File: src/rtl/pa_ifu_ras_ckpt.sv
// Return address stack with a speculative top pointer and a committed checkpoint.
// On recover, the speculative pointer and count are restored from the committed ones in one cycle.
module pa_ifu_ras_ckpt #(
   parameter int DEPTH = 8,
   parameter int PC_W  = 24,
   parameter int PTR_W = $clog2(DEPTH)
) (
   input  logic             forever_cpuclk,
   input  logic             cpurst,
   input  logic             spec_push_vld,
   input  logic [PC_W-1:0]  spec_push_pc,
   input  logic             spec_pop_vld,
   input  logic             cmt_push_vld,
   input  logic             cmt_pop_vld,
   input  logic             recover,
   output logic [PC_W-1:0]  ras_tar_pc,
   output logic             ras_tar_vld,
   output logic [PTR_W:0]   ras_spec_cnt
);

   localparam logic [PTR_W-1:0] PTR_ONE  = 1;
   localparam logic [PTR_W:0]   CNT_ONE  = 1;
   localparam logic [PTR_W:0]   CNT_FULL = (PTR_W+1)'(DEPTH);

   logic [PC_W-1:0]  entry [DEPTH];
   logic [PTR_W-1:0] sp, cp, sp_upd, sp_nxt, cp_nxt;
   logic [PTR_W:0]   scnt, ccnt, scnt_upd, scnt_nxt, ccnt_nxt;

   // Returns {ptr, cnt}; a same-cycle push+pop behaves as pop followed by push.
   function automatic logic [2*PTR_W:0] upd(input logic [PTR_W-1:0] ptr,
                                            input logic [PTR_W:0]   cnt,
                                            input logic push,
                                            input logic pop);
      logic [PTR_W-1:0] p;
      logic [PTR_W:0]   c;
      p = ptr;
      c = cnt;
      if (push && pop) begin
         if (cnt == '0) begin
            p = ptr + PTR_ONE;
            c = CNT_ONE;
         end
      end else if (push) begin
         p = ptr + PTR_ONE;
         c = (cnt == CNT_FULL) ? cnt : cnt + CNT_ONE;
      end else if (pop) begin
         if (cnt != '0) begin
            p = ptr - PTR_ONE;
            c = cnt - CNT_ONE;
         end
      end
      return {p, c};
   endfunction

   always_comb begin
      {sp_upd, scnt_upd} = upd(sp, scnt, spec_push_vld, spec_pop_vld);
      {cp_nxt, ccnt_nxt} = upd(cp, ccnt, cmt_push_vld, cmt_pop_vld);
      sp_nxt   = recover ? cp_nxt   : sp_upd;
      scnt_nxt = recover ? ccnt_nxt : scnt_upd;
   end

   always_ff @(posedge forever_cpuclk or posedge cpurst) begin
      if (cpurst) begin
         sp   <= '0;
         cp   <= '0;
         scnt <= '0;
         ccnt <= '0;
         for (int i = 0; i < DEPTH; i++) entry[i] <= '0;
      end else begin
         sp   <= sp_nxt;
         cp   <= cp_nxt;
         scnt <= scnt_nxt;
         ccnt <= ccnt_nxt;
         // Wrong-path entries are not undone by recover; the IU catches any resulting mispredict.
         if (spec_push_vld && !recover) entry[sp_upd] <= spec_push_pc;
      end
   end

   assign ras_tar_pc   = entry[sp];
   assign ras_tar_vld  = (scnt != '0);
   assign ras_spec_cnt = scnt;

endmodule
File: config.mk
export PLATFORM = sky130hd
export DESIGN_NAME = pa_ifu_ras_ckpt
export DESIGN_NICKNAME = d
export VERILOG_FILES = /design/src/rtl/pa_ifu_ras_ckpt.sv
export SDC_FILE = /design/constraint.sdc
export NUM_CORES = 1
export LEC_CHECK = 0
export BUFFER_PORTS_ARGS = -buffer_cell sky130_fd_sc_hd__buf_2
export CAP_MARGIN = 20
export CORE_UTILIZATION = 30
export CTS_BUF_LIST = sky130_fd_sc_hd__clkbuf_4 sky130_fd_sc_hd__clkbuf_8 sky130_fd_sc_hd__clkbuf_16
export CTS_CLUSTER_SIZE = 20
export DETAILED_ROUTE_END_ITERATION = 12
export GPL_TIMING_DRIVEN = 0
export HOLD_SLACK_MARGIN = 0.08
export MAX_ROUTING_LAYER = met4
export PLACE_DENSITY = 0.52
export SYNTH_ARGS = -nofsm -noshare
export SYNTH_HDL_FRONTEND = slang
export SYNTH_SLANG_ARGS = --single-unit
export TNS_END_PERCENT = 50
File: constraint.sdc
create_clock -name forever_cpuclk -period 9.9 [get_ports forever_cpuclk]
set_clock_uncertainty 0.2 [all_clocks]
set_input_delay 0 -clock forever_cpuclk [delete_from_list [all_inputs] [get_ports forever_cpuclk]]
set_output_delay 0 -clock forever_cpuclk [all_outputs]
set_load 0.02 [all_outputs]
==> impl_metrics.env, run 1 <==
export IMPL_post_synth_inst_count=638
export IMPL_max_freq_mhz=278.9
export IMPL_end_kind="output port"
export IMPL_min_delay_path_class="in -> reg"
export IMPL_seqPwrFrac=0.352
export IMPL_cts_buffers_inserted=24
export IMPL_violations="design-rule violations"
export IMPL_drc_errors=1
export IMPL_initial_core_util=0.3040
export IMPL_reg_to_reg_startpoint="ccnt[0]"
export IMPL_synth_area_um2=9867
export IMPL_power_share_combinational=0.425
export IMPL_grt_pass1_vias=6176
export IMPL_cts_max_path_buffers=3
export IMPL_sink_of_the_worst_hold_path="entry[82]"
export IMPL_cts_max_level=1
export IMPL_dp_final_hpwl_um=14210
export IMPL_crit_chain="clkbuf_1 -> clkbuf_1 -> clkbuf_1 -> mux4_2 -> mux2_2 -> buf_2"
export IMPL_vdd_ir_drop_max_mv=0.1385
export IMPL_detailed_place_area_um2=10780
export IMPL_total_negative_setup_slacks_ns=0
export IMPL_layout_setup_ws_ns=6.314
export IMPL_total_power_per_unit_cell_area_nw_per_um2=344.9
export IMPL_whs_ns=0.1257
export IMPL_critPathMaxStageDelay_ns=0.70
export IMPL_finalNonFillerCells=1220
export IMPL_clock_insertion_delay_worst_skew_ns=0.52
export IMPL_critical_path_startpoint="sp[1]"
export IMPL_post_cts_repair_setup_buffers=0
export IMPL_postCtsResizedCells=0
export IMPL_worst_endpoint_arrival_ns=3.39
export IMPL_worstPathRequired_ns=9.70
export IMPL_grtUsageTotal=0.1409
export IMPL_layout_filler_cells=3103
export IMPL_cts_clk_slew_worst_paths_ns=0.06
export IMPL_grt_max_degree=78
export IMPL_core_region_area_um2=32450
export IMPL_finalCritPeriodShare=0.3622
export IMPL_design_final_nets=801
export IMPL_max_cap_violations=0
export IMPL_die_area_um2=33620
export IMPL_synth_flop_cell="dfrtp_1"
export IMPL_combinational_family_with_the_most_area_after_synthesis="multiplexers"
export IMPL_number_of_enable_type_register_cells_in_the_synthesized_netlist=0
export IMPL_grt_overflow_total=0
export IMPL_antenna_violations_before_repair=0
export IMPL_post_drt_wl_per_cell_um=18.04
export IMPL_report_power_total_mw=4.133
export IMPL_worstMarginPinSlew_ns=1.019
export IMPL_min_path_cells=3
export IMPL_drive_gt1_frac=0.5154
export IMPL_tritoncts="yes"
export IMPL_r2r_end="sp[2]"
export IMPL_ys_seq_area_frac=0.5224
export IMPL_die_width_um=183.4
export IMPL_simple_gate_share_of_the_synthesized_area=0.03436
export IMPL_post_synth_fa_ha_maj_area_fraction=0.01446
export IMPL_grt_pass1_wl_um=35760
export IMPL_postSynth_asyncResetShare=1.000
export IMPL_stdcell_area_um2=11980
export IMPL_synth_compound_area_share=0.02523
export IMPL_violation_count_after_the_first_detailed_route_iteration=248
export IMPL_placement_setup_worst_slack_ns=6.754
export IMPL_hold_violations=0
export IMPL_internal_power_mw=2.763
export IMPL_crit_slowest_cell="clkbuf_1"
export IMPL_leakagePower_nw=5.188
export IMPL_syn_num_nets=679
export IMPL_ys_seq_elements=206
export IMPL_switching_share=0.3314
export IMPL_placed_cells_incl_taps=1141
export IMPL_switching_power_mw=1.369
export IMPL_postRouteWirelength_um=22010
export IMPL_setup_viol=0
export IMPL_worstRegToRegCells=10
export IMPL_port_buffers=59
export IMPL_avgSynthCellArea_um2=15.47
export IMPL_critPathTopFamily="buffers and inverters"
export IMPL_postCtsHoldBufs=34
export IMPL_maxSlewViolCount=0
export IMPL_yosys_cell_types_count=57
export IMPL_die_ht_um=183.4
export IMPL_critPathKind="reg -> out"
export IMPL_via_per_inst=4.742
export IMPL_synth_warnings=0
export IMPL_rrSetupSlack_ns=6.44
export IMPL_cts_root_buffer_cell="clkbuf_16"
export IMPL_finalCriticalPeriod_ns=3.586
export IMPL_worstPathBufferInverterCount=4
export IMPL_areaGrowthSynthToFinish_pct=21.46
export IMPL_clock_sinks=206
export IMPL_worst_setup_path_start_kind="flop"
export IMPL_utilization=0.3693
export IMPL_path_common_cell="clkbuf_1"
export IMPL_muxShareOfSynthArea=0.3625
export IMPL_detail_route_antenna_nets=0
export IMPL_worst_slew_margin_relative_to_its_limit=0.3209
export IMPL_post_synth_xor_area_fraction=0.01154
export IMPL_i_o_pin_count=60
export IMPL_hold_start="spec_push_pc[10]"
export IMPL_outcome="complete, but fails checks"
export IMPL_first_pass_iteration_count_of_the_detailed_router=10
export IMPL_gp_routability_congestion=0.7552
export IMPL_rsz0062_at_grt="no"
export IMPL_antenna_cells_inserted=0
export IMPL_critical_path_max_fanout=10
export IMPL_clock_power_share=0.223
export IMPL_floorplan_rows=66
export IMPL_vias=5785
[power by group through the flow]
stage / clock [mW] / sequential [mW] / combinational, mW
6_report: 0.920 / 1.45 / 1.76
5_1_grt: 0.987 / 1.52 / 1.91
4_1_cts: 0.949 / 1.46 / 1.79
3_5_place_dp: 0 / 1.47 / 1.77
3_3_place_gp: 0 / 1.47 / 1.74
2_1_floorplan: 0 / 1.41 / 1.36
[how the worst max path moves through the flow]
| stage | end | slack (ns) | cells after the start |
|---|---|---|---|
| global placement | entry[108] | 1.18 | 2 |
| finish | ras_tar_pc[19] | 6.31 | 6 |
| CTS | ras_tar_pc[19] | 6.21 | 6 |
| detailed placement | ras_tar_pc[19] | 6.75 | 6 |
| floorplan | ccnt[0] | 4.08 | 1 |
| global route | ras_tar_pc[19] | 6.11 | 6 |
[cells in the mapped netlist, types with 7 or more instances]
cell type,n,share of area
mux2_2,208,0.24
dfrtp_1,206,0.52
mux4_2,48,0.11
nand2_1,13,0.0049
clkbuf_1,12,0.0046
inv_1,12,0.0046
buf_6,10,0.011
ha_1,9,0.011
mux2_1,9,0.010
nor2_1,8,0.0030
nor3_1,7,0.0036
[tightest hold or removal path, cell delays in order]
cell and delay [ns]:
dlygate4sd3_1 0.52, buf_2 0.17, mux2_1 0.14
[cell usage in the layout, fill, tap and decap left out, types with 6 or more instances in the layout]
cell type and count:
a21oi_1 6, buf_2 65, buf_6 10, clkbuf_1 12, clkbuf_16 24, clkbuf_8 10
dfrtp_1 206, dlygate4sd3_1 34, ha_1 9, inv_1 11, mux2_1 9, mux2_2 208
mux4_2 48, nand2_1 13, nor2_1 8, nor3_1 7, o21ai_0 6, xnor2_1 6
[state kept, by name (all words and copies together) (netlist names)]
register and count:
ras_spec_cnt 4, ccnt 4, sp 3, entry 192
cp 3
[per-layer routing]
metal,vias up,GRT usage,share of wire
met5,-,-,0
met4,0,0.03367,0.020
met3,30,0.02284,0.029
met2,82,0.2211,0.48
met1,3057,0.1907,0.47
li1,2616,-,-
[logic make-up (layout without fill, tap and decap cells)]
| family | after synthesis | in the layout |
|---|---|---|
| xor+xnor | 10 | 10 |
| buf+inv | 50 | 190 |
| simple gates | 59 | 59 |
| compound gates | 33 | 33 |
| mux | 269 | 269 |
| flops | 206 | 206 |
| fa+ha+maj | 11 | 11 |
[area by class of cell]
cell class              count  area, µm²  area share
plain buffers              38      245.2     0.02046
clock buffers              39      775.7     0.06473
clock inverters             5      75.07    0.006264
inverters                  12      52.55    0.004385
multi-input cells         382       4422      0.3690
flip-flops and latches    206       5155      0.4302
well taps                 442      553.0     0.04615
repair buffers             96      705.7     0.05888
Note: power is estimated with default switching activity, not from simulation.
==> run 2: changes to the inputs <==
--- a/config.mk
+++ b/config.mk
@@ -5,6 +5,7 @@
 export SDC_FILE = /design/constraint.sdc
 export NUM_CORES = 1
 export LEC_CHECK = 0
+export ABC_AREA = 1
 export BUFFER_PORTS_ARGS = -buffer_cell sky130_fd_sc_hd__buf_2
 export CAP_MARGIN = 20
 export CORE_UTILIZATION = 30
==> constraint.sdc (replaced) <==
create_clock -name forever_cpuclk -period 3.3 [get_ports forever_cpuclk]
set_clock_uncertainty 0.2 [all_clocks]
set_input_delay 0 -clock forever_cpuclk [delete_from_list [all_inputs] [get_ports forever_cpuclk]]
set_output_delay 0 -clock forever_cpuclk [all_outputs]
set_load 0.02 [all_outputs]
==> run 2 against run 1 <==
Effect of this change: the run now ends clean; sequential power grew to 3.0 times the previous value; combinational power grew to 3.7 times the previous value; count of clock-buffer cells in the layout shrank 2; first-iteration DRC count grew to 3.8 times the previous value; flip-flop and latch count is the same; area after synthesis grew 9.5%; power grew to 3.3 times the previous value; register-to-register slack lost 6.3 ns; final cell count grew 63%.
==> impl_metrics.env, run 2 <==
export IMPL_min_delay_path_class="in -> reg"
export IMPL_first_pass_iteration_count_of_the_detailed_router=5
export IMPL_critPathKind="reg -> out"
export IMPL_postRouteWirelength_um=38120
export IMPL_utilization=0.3626
export IMPL_crit_chain="buf_2 -> clkbuf_1 -> clkbuf_1 -> nor2_1 -> o22ai_1 -> nand2_1 -> nand2_1 -> buf_2"
export IMPL_clock_insertion_delay_worst_skew_ns=0.54
export IMPL_rsz0062_at_grt="yes"
export IMPL_finalCriticalPeriod_ns=3.181
export IMPL_drive_gt1_frac=0.1287
export IMPL_setup_viol=0
export IMPL_post_synth_top_count_cell="nand2_1"
export IMPL_outcome="complete, no violations"
export IMPL_worst_slew_margin_relative_to_its_limit=0.4845
export IMPL_post_cts_repair_setup_buffers=0
export IMPL_synth_flop_cell="dfrtp_1"
export IMPL_crit_slowest_cell="clkbuf_1"
export IMPL_detailed_place_area_um2=11670
export IMPL_critPathMaxStageDelay_ns=0.61
export IMPL_total_power_per_unit_cell_area_nw_per_um2=1072
export IMPL_critical_path_max_fanout=10
export IMPL_placed_cells_incl_taps=1910
export IMPL_antenna_violations_before_repair=0
export IMPL_postSynth_asyncResetShare=1.000
export IMPL_design_final_nets=1548
export IMPL_die_width_um=191.8
export IMPL_maxSlewViolCount=0
export IMPL_grtUsageTotal=0.2187
export IMPL_detail_route_antenna_nets=0
export IMPL_antenna_cells_inserted=0
export IMPL_drc_errors=0
export IMPL_vias=10220
export IMPL_largest_reg_flops=192
export IMPL_worstPathRequired_ns=3.10
export IMPL_port_buffers=32
export IMPL_syn_num_nets=1452
export IMPL_worstMarginPinSlew_ns=0.7732
export IMPL_ys_seq_elements=206
export IMPL_hold_violations=0
export IMPL_cts_max_level=1
export IMPL_violation_count_after_the_first_detailed_route_iteration=937
export IMPL_finalNonFillerCells=1984
export IMPL_core_region_area_um2=35480
export IMPL_cts_root_buffer_cell="clkbuf_16"
export IMPL_ys_seq_area_frac=0.4769
export IMPL_worstPathBufferInverterCount=4
export IMPL_floorplan_rows=69
export IMPL_gp_routability_congestion=0.8882
export IMPL_avgSynthCellArea_um2=7.661
export IMPL_worst_endpoint_arrival_ns=2.98
export IMPL_max_flop_register="entry"
export IMPL_synth_largest_area_cell="dfrtp_1"
export IMPL_yosysTopAreaCellShare=0.4769
export IMPL_synth_area_um2=10810
export IMPL_whs_ns=0.1261
export IMPL_post_synth_inst_count=1411
export IMPL_critPathTopFamily="buffers and inverters"
export IMPL_yosys_cell_types_count=32
export IMPL_synth_warnings=0
export IMPL_number_of_enable_type_register_cells_in_the_synthesized_netlist=0
export IMPL_cts_clk_slew_worst_paths_ns=0.06
export IMPL_grt_pass1_vias=10150
export IMPL_via_per_inst=5.153
export IMPL_grt_overflow_total=0
export IMPL_tritoncts="yes"
export IMPL_areaGrowthSynthToFinish_pct=19.03
export IMPL_die_area_um2=36790
export IMPL_vdd_ir_drop_max_mv=0.4548
export IMPL_leakagePower_nw=6.499
export IMPL_clock_sinks=206
export IMPL_die_ht_um=191.8
export IMPL_top_library_cells_by_usage_in_the_layout_fill_and_taps_aside="nand2_1, dfrtp_1, nand3_1"
export IMPL_cts_max_path_buffers=3
export IMPL_worst_setup_path_start_kind="flop"
export IMPL_finalCritPeriodShare=0.9640
export IMPL_synth_commonest_cells="nand2_1, dfrtp_1, nand3_1, nor2_1, nand4_1"
export IMPL_dp_final_hpwl_um=27240
export IMPL_grt_max_degree=40
export IMPL_max_freq_mhz=314.3
export IMPL_post_drt_wl_per_cell_um=19.22
export IMPL_end_kind="output port"
export IMPL_initial_core_util=0.3046
export IMPL_i_o_pin_count=60
export IMPL_report_power_total_mw=13.80
export IMPL_ys_top_cells_by_area="dfrtp_1, nand2_1, nand4_1"
export IMPL_leading_cell_type_in_the_layout_fill_and_taps_excluded="nand2_1"
export IMPL_stdcell_area_um2=12870
export IMPL_max_cap_violations=0
export IMPL_grt_pass1_wl_um=59590
export IMPL_cts_buffers_inserted=25
[run 2: cell types whose count changed in the layout (fill, tap and decap cells not counted), sizes merged, moves of 6 or more]
cell,delta
xnor2,-6
nor2,+102
nor3,-6
o21ai,+99
nand3,+125
nand2,+503
mux4,-48
buf,+37
mux2,-217
o22ai,+48
nand4,+99
clkbuf,+28
inv,+19
[run 2: power breakdown]
part           internal, mW  switching, mW
Sequential             3.67          0.669
Combinational          2.02           4.56
Clock                  1.75           1.13
Total                  7.44           6.36
[run 2: cells by family after synthesis]
family,after synthesis,share of synthesized area
fa+ha+maj,10,0.01227
simple gates,865,0.3504
compound gates,161,0.08056
buf+inv,164,0.07582
flops,206,0.4769
xor+xnor,5,0.004051
[run 2: area by class of cell]
class / instances / area, µm²
multi-input cells: 1041 / 4842
inverters: 33 / 130.1
clock inverters: 6 / 95.09
clock buffers: 37 / 759.5
fillers: 3708 / 22620
plain buffers: 129 / 694.4
flip-flops and latches: 206 / 5157
repair buffers: 71 / 610.6
well taps: 461 / 576.8
[run 2: tightest hold or removal path: stages]
cell and delay, ns:
dlygate4sd3_1 0.53, buf_2 0.21, o21ai_1 0.09
[run 2: final timing paths]
kind	to	depth (start not counted)	start	slack, ns
max	ras_tar_pc[23]	8	sp[0]	0.12
min	sp[1]	3	recover	0.13
max reg2reg	entry[2]	12	sp[1]	0.12
min reg2reg	entry[25]	2	entry[25]	0.26
max in group asynchronous	entry[51]	7	cpurst	1.58
min in group asynchronous	ras_spec_cnt[2]	4	cpurst	0.35
[run 2: through the flow]
| stage | setup WS [ns] | TNS [ns] |
|---|---|---|
| after global placement | -1.189 | -286.84 |
| after CTS | 0.07606 | 0 |
| after floorplan | 0.4277 | 0 |
| final | 0.1188 | 0 |
| after global routing | -0.03626 | -0.05642 |
| after detailed placement | -0.4176 | -50.77 |
[run 2: routing by layer]
layer  up-vias  track usage  routed length [µm]
met5         -            -                   0
met4         0      0.05708                 939
li1       4863            -                   -
met1      5005       0.2850               17380
met3        64      0.03435                1985
met2       291       0.3527               17820
[run 2: what timing repair did]
action | in CTS | in global routing
endpoints found under the setup margin | 196 | 42
gates resized for setup | 2 | 10
hold buffers | 34 | 0
endpoints found under the hold margin | 412 | 0
==> run 3: changes to the inputs <==
--- a/config.mk
+++ b/config.mk
@@ -15,7 +15,7 @@
 export GPL_TIMING_DRIVEN = 0
 export HOLD_SLACK_MARGIN = 0.08
 export MAX_ROUTING_LAYER = met4
-export PLACE_DENSITY = 0.52
+export PLACE_DENSITY = 0.46
 export SYNTH_ARGS = -nofsm -noshare
 export SYNTH_HDL_FRONTEND = slang
 export SYNTH_SLANG_ARGS = --single-unit
==> run 3 against run 2 <==
Effect of this change: register-to-register slack hardly changed; cell area fell by 0.36%; die area did not move; flip-flop and latch count did not move; power about the same; largest power group unchanged; sequential share of layout area up 0.13 points; combinational power rose by 2%; largest cell class unchanged; worst hold slack worse by 0.0088 ns; non-clock buffer count up 1.
==> impl_metrics.env, run 3 (synthesis results as in run 2) <==
export IMPL_outcome="complete, no violations"
export IMPL_placed_cells_incl_taps=1910
export IMPL_critical_path_max_fanout=10
export IMPL_setup_viol=0
export IMPL_i_o_pin_count=60
export IMPL_globalRouteMet3Util=0.02613
export IMPL_worstRegToRegCells=11
export IMPL_finalCritPeriodShare=0.9662
export IMPL_die_ht_um=191.8
export IMPL_finalCriticalPeriod_ns=3.188
export IMPL_worstSetupEndpoint="entry[177]"
export IMPL_dp_final_hpwl_um=28450
export IMPL_leakagePower_nw=6.476
export IMPL_cts_max_path_buffers=3
export IMPL_cts_max_level=1
export IMPL_vias=10250
export IMPL_layout_setup_ws_ns=0.1117
export IMPL_crit_chain="clkinvlp_4 -> clkbuf_1 -> ha_1 -> inv_1 -> nand3_1 -> nand3_1 -> nand3_4 -> buf_2 -> buf_2 -> nand4_1 -> nand2_1"
export IMPL_placement_setup_worst_slack_ns=-0.5941
export IMPL_rrSetupSlack_ns=0.11
export IMPL_die_area_um2=36790
export IMPL_detail_route_antenna_nets=0
export IMPL_areaGrowthSynthToFinish_pct=18.60
export IMPL_worst_endpoint_arrival_ns=3.47
export IMPL_via_per_inst=5.165
export IMPL_first_pass_iteration_count_of_the_detailed_router=5
export IMPL_max_flop_register="entry"
export IMPL_detailed_place_area_um2=11670
export IMPL_initial_core_util=0.3046
export IMPL_grt_met1_usage=0.3249
export IMPL_max_cap_violations=0
export IMPL_worstMarginPinSlew_ns=0.7549
export IMPL_clock_insertion_delay_worst_skew_ns=0.53
export IMPL_grt_pass1_vias=10210
export IMPL_critPathMaxStageDelay_ns=0.64
export IMPL_worstPathRequired_ns=3.58
export IMPL_top_library_cells_by_usage_in_the_layout_fill_and_taps_aside="nand2_1, dfrtp_1, nand3_1"
export IMPL_drc_errors=0
export IMPL_crit_slowest_cell="dfrtp_1"
export IMPL_port_buffers=32
export IMPL_layout_filler_cells=3804
export IMPL_r2r_end="entry[177]"
export IMPL_worstPathBufferInverterCount=5
export IMPL_whs_ns=0.1173
export IMPL_core_region_area_um2=35480
export IMPL_worst_setup_path_start_kind="flop"
export IMPL_critPathTopFamily="buffers and inverters"
export IMPL_grt_max_degree=39
export IMPL_clock_sinks=206
export IMPL_hold_violations=0
export IMPL_largest_reg_flops=192
export IMPL_postRouteWirelength_um=40860
export IMPL_grt_overflow_total=0
export IMPL_post_drt_wl_per_cell_um=20.60
export IMPL_cts_buffers_inserted=24
export IMPL_leading_cell_type_in_the_layout_fill_and_taps_excluded="nand2_1"
export IMPL_end_kind="flop"
export IMPL_tritoncts="yes"
export IMPL_drive_gt1_frac=0.1281
export IMPL_die_width_um=191.8
export IMPL_gp_routability_congestion=0.8705
export IMPL_utilization=0.3613
export IMPL_vdd_ir_drop_max_mv=0.5342
export IMPL_critPathKind="reg -> reg"
export IMPL_critical_path_startpoint="sp[1]"
export IMPL_design_final_nets=1548
export IMPL_cts_clk_slew_worst_paths_ns=0.06
export IMPL_grtUsageTotal=0.2355
export IMPL_antenna_violations_before_repair=1
export IMPL_gr_usage_met2=0.3682
export IMPL_min_delay_path_class="in -> reg"
export IMPL_grt_busiest_layer="met2"
export IMPL_stdcell_area_um2=12820
export IMPL_rsz0062_at_grt="yes"
export IMPL_cts_root_buffer_cell="clkbuf_16"
export IMPL_finalNonFillerCells=1984
export IMPL_worstSetupPathDepth=11
export IMPL_maxSlewViolCount=0
export IMPL_grt_pass1_wl_um=62930
export IMPL_reg_to_reg_startpoint="sp[1]"
export IMPL_worst_slew_margin_relative_to_its_limit=0.4967
export IMPL_max_freq_mhz=313.6
export IMPL_floorplan_rows=69
export IMPL_total_power_per_unit_cell_area_nw_per_um2=1077
export IMPL_violation_count_after_the_first_detailed_route_iteration=812
[run 3: repair_timing]
| item | in CTS | in global routing |
|---|---|---|
| hold endpoints to repair | 364 | 0 |
| endpoints found under the setup margin | 202 | 176 |
| hold buffers | 34 | 0 |
| setup buffers | 1 | 0 |
| resized for setup | 3 | 10 |
[run 3: how the worst min path moves through the flow]
stage | startpoint | endpoint | slack (ns) | cells after the start
2_1_floorplan | spec_push_pc[0] | entry[0] | 0.07 | 3
3_3_place_gp | spec_push_pc[14] | entry[14] | 0.11 | 3
3_5_place_dp | cpurst | entry[16] | -0.17 | 2
4_1_cts | spec_push_pc[5] | entry[5] | 0.09 | 4
5_1_grt | spec_push_pc[6] | entry[6] | 0.13 | 4
6_report | spec_push_pc[9] | entry[9] | 0.12 | 4
[run 3: cell type report]
| cell class | instances | area [µm²] | area share |
|---|---|---|---|
| Sequential cell | 206 | 5155 | 0.4021 |
| Multi-Input combinational cell | 1041 | 4835 | 0.3771 |
| Buffer | 128 | 690.7 | 0.05387 |
| Clock buffer | 31 | 684.4 | 0.05339 |
| Timing Repair Buffer | 73 | 628.1 | 0.04899 |
| Tap cell | 461 | 576.8 | 0.04499 |
| Inverter | 33 | 133.9 | 0.01044 |
| Clock inverter | 10 | 113.9 | 0.008881 |
| Antenna cell | 1 | 2.502 | 0.0001952 |
[run 3: worst reg2reg max path: stages (launching register included)]
cell        delay [ns]
dfrtp_1           0.64
clkinvlp_4        0.19
clkbuf_1          0.30
ha_1              0.45
inv_1             0.07
nand3_1           0.08
nand3_1           0.12
nand3_4           0.18
buf_2             0.28
buf_2             0.37
nand4_1           0.16
nand2_1           0.10
[run 3: per-stage QoR]
stage           TNS (ns)  total power [mW]
2_1_floorplan          0             8.567
3_3_place_gp     -355.52             10.95
3_5_place_dp      -89.59             11.01
4_1_cts                0             13.87
5_1_grt        -0.003514             14.82
6_report               0             13.80
[run 3: metal layers]
metal	wire [µm]	vias to the layer above
met5	0	-
met4	1004	0
met3	1960	62
met2	18630	267
met1	19270	5050
li1	-	4869
[run 3: power by group]
group	switching [mW]	internal, mW	leakage (nW)
Clock	1.13	1.61	0.400
Sequential	0.664	3.67	2.59
Combinational	4.69	2.04	3.48
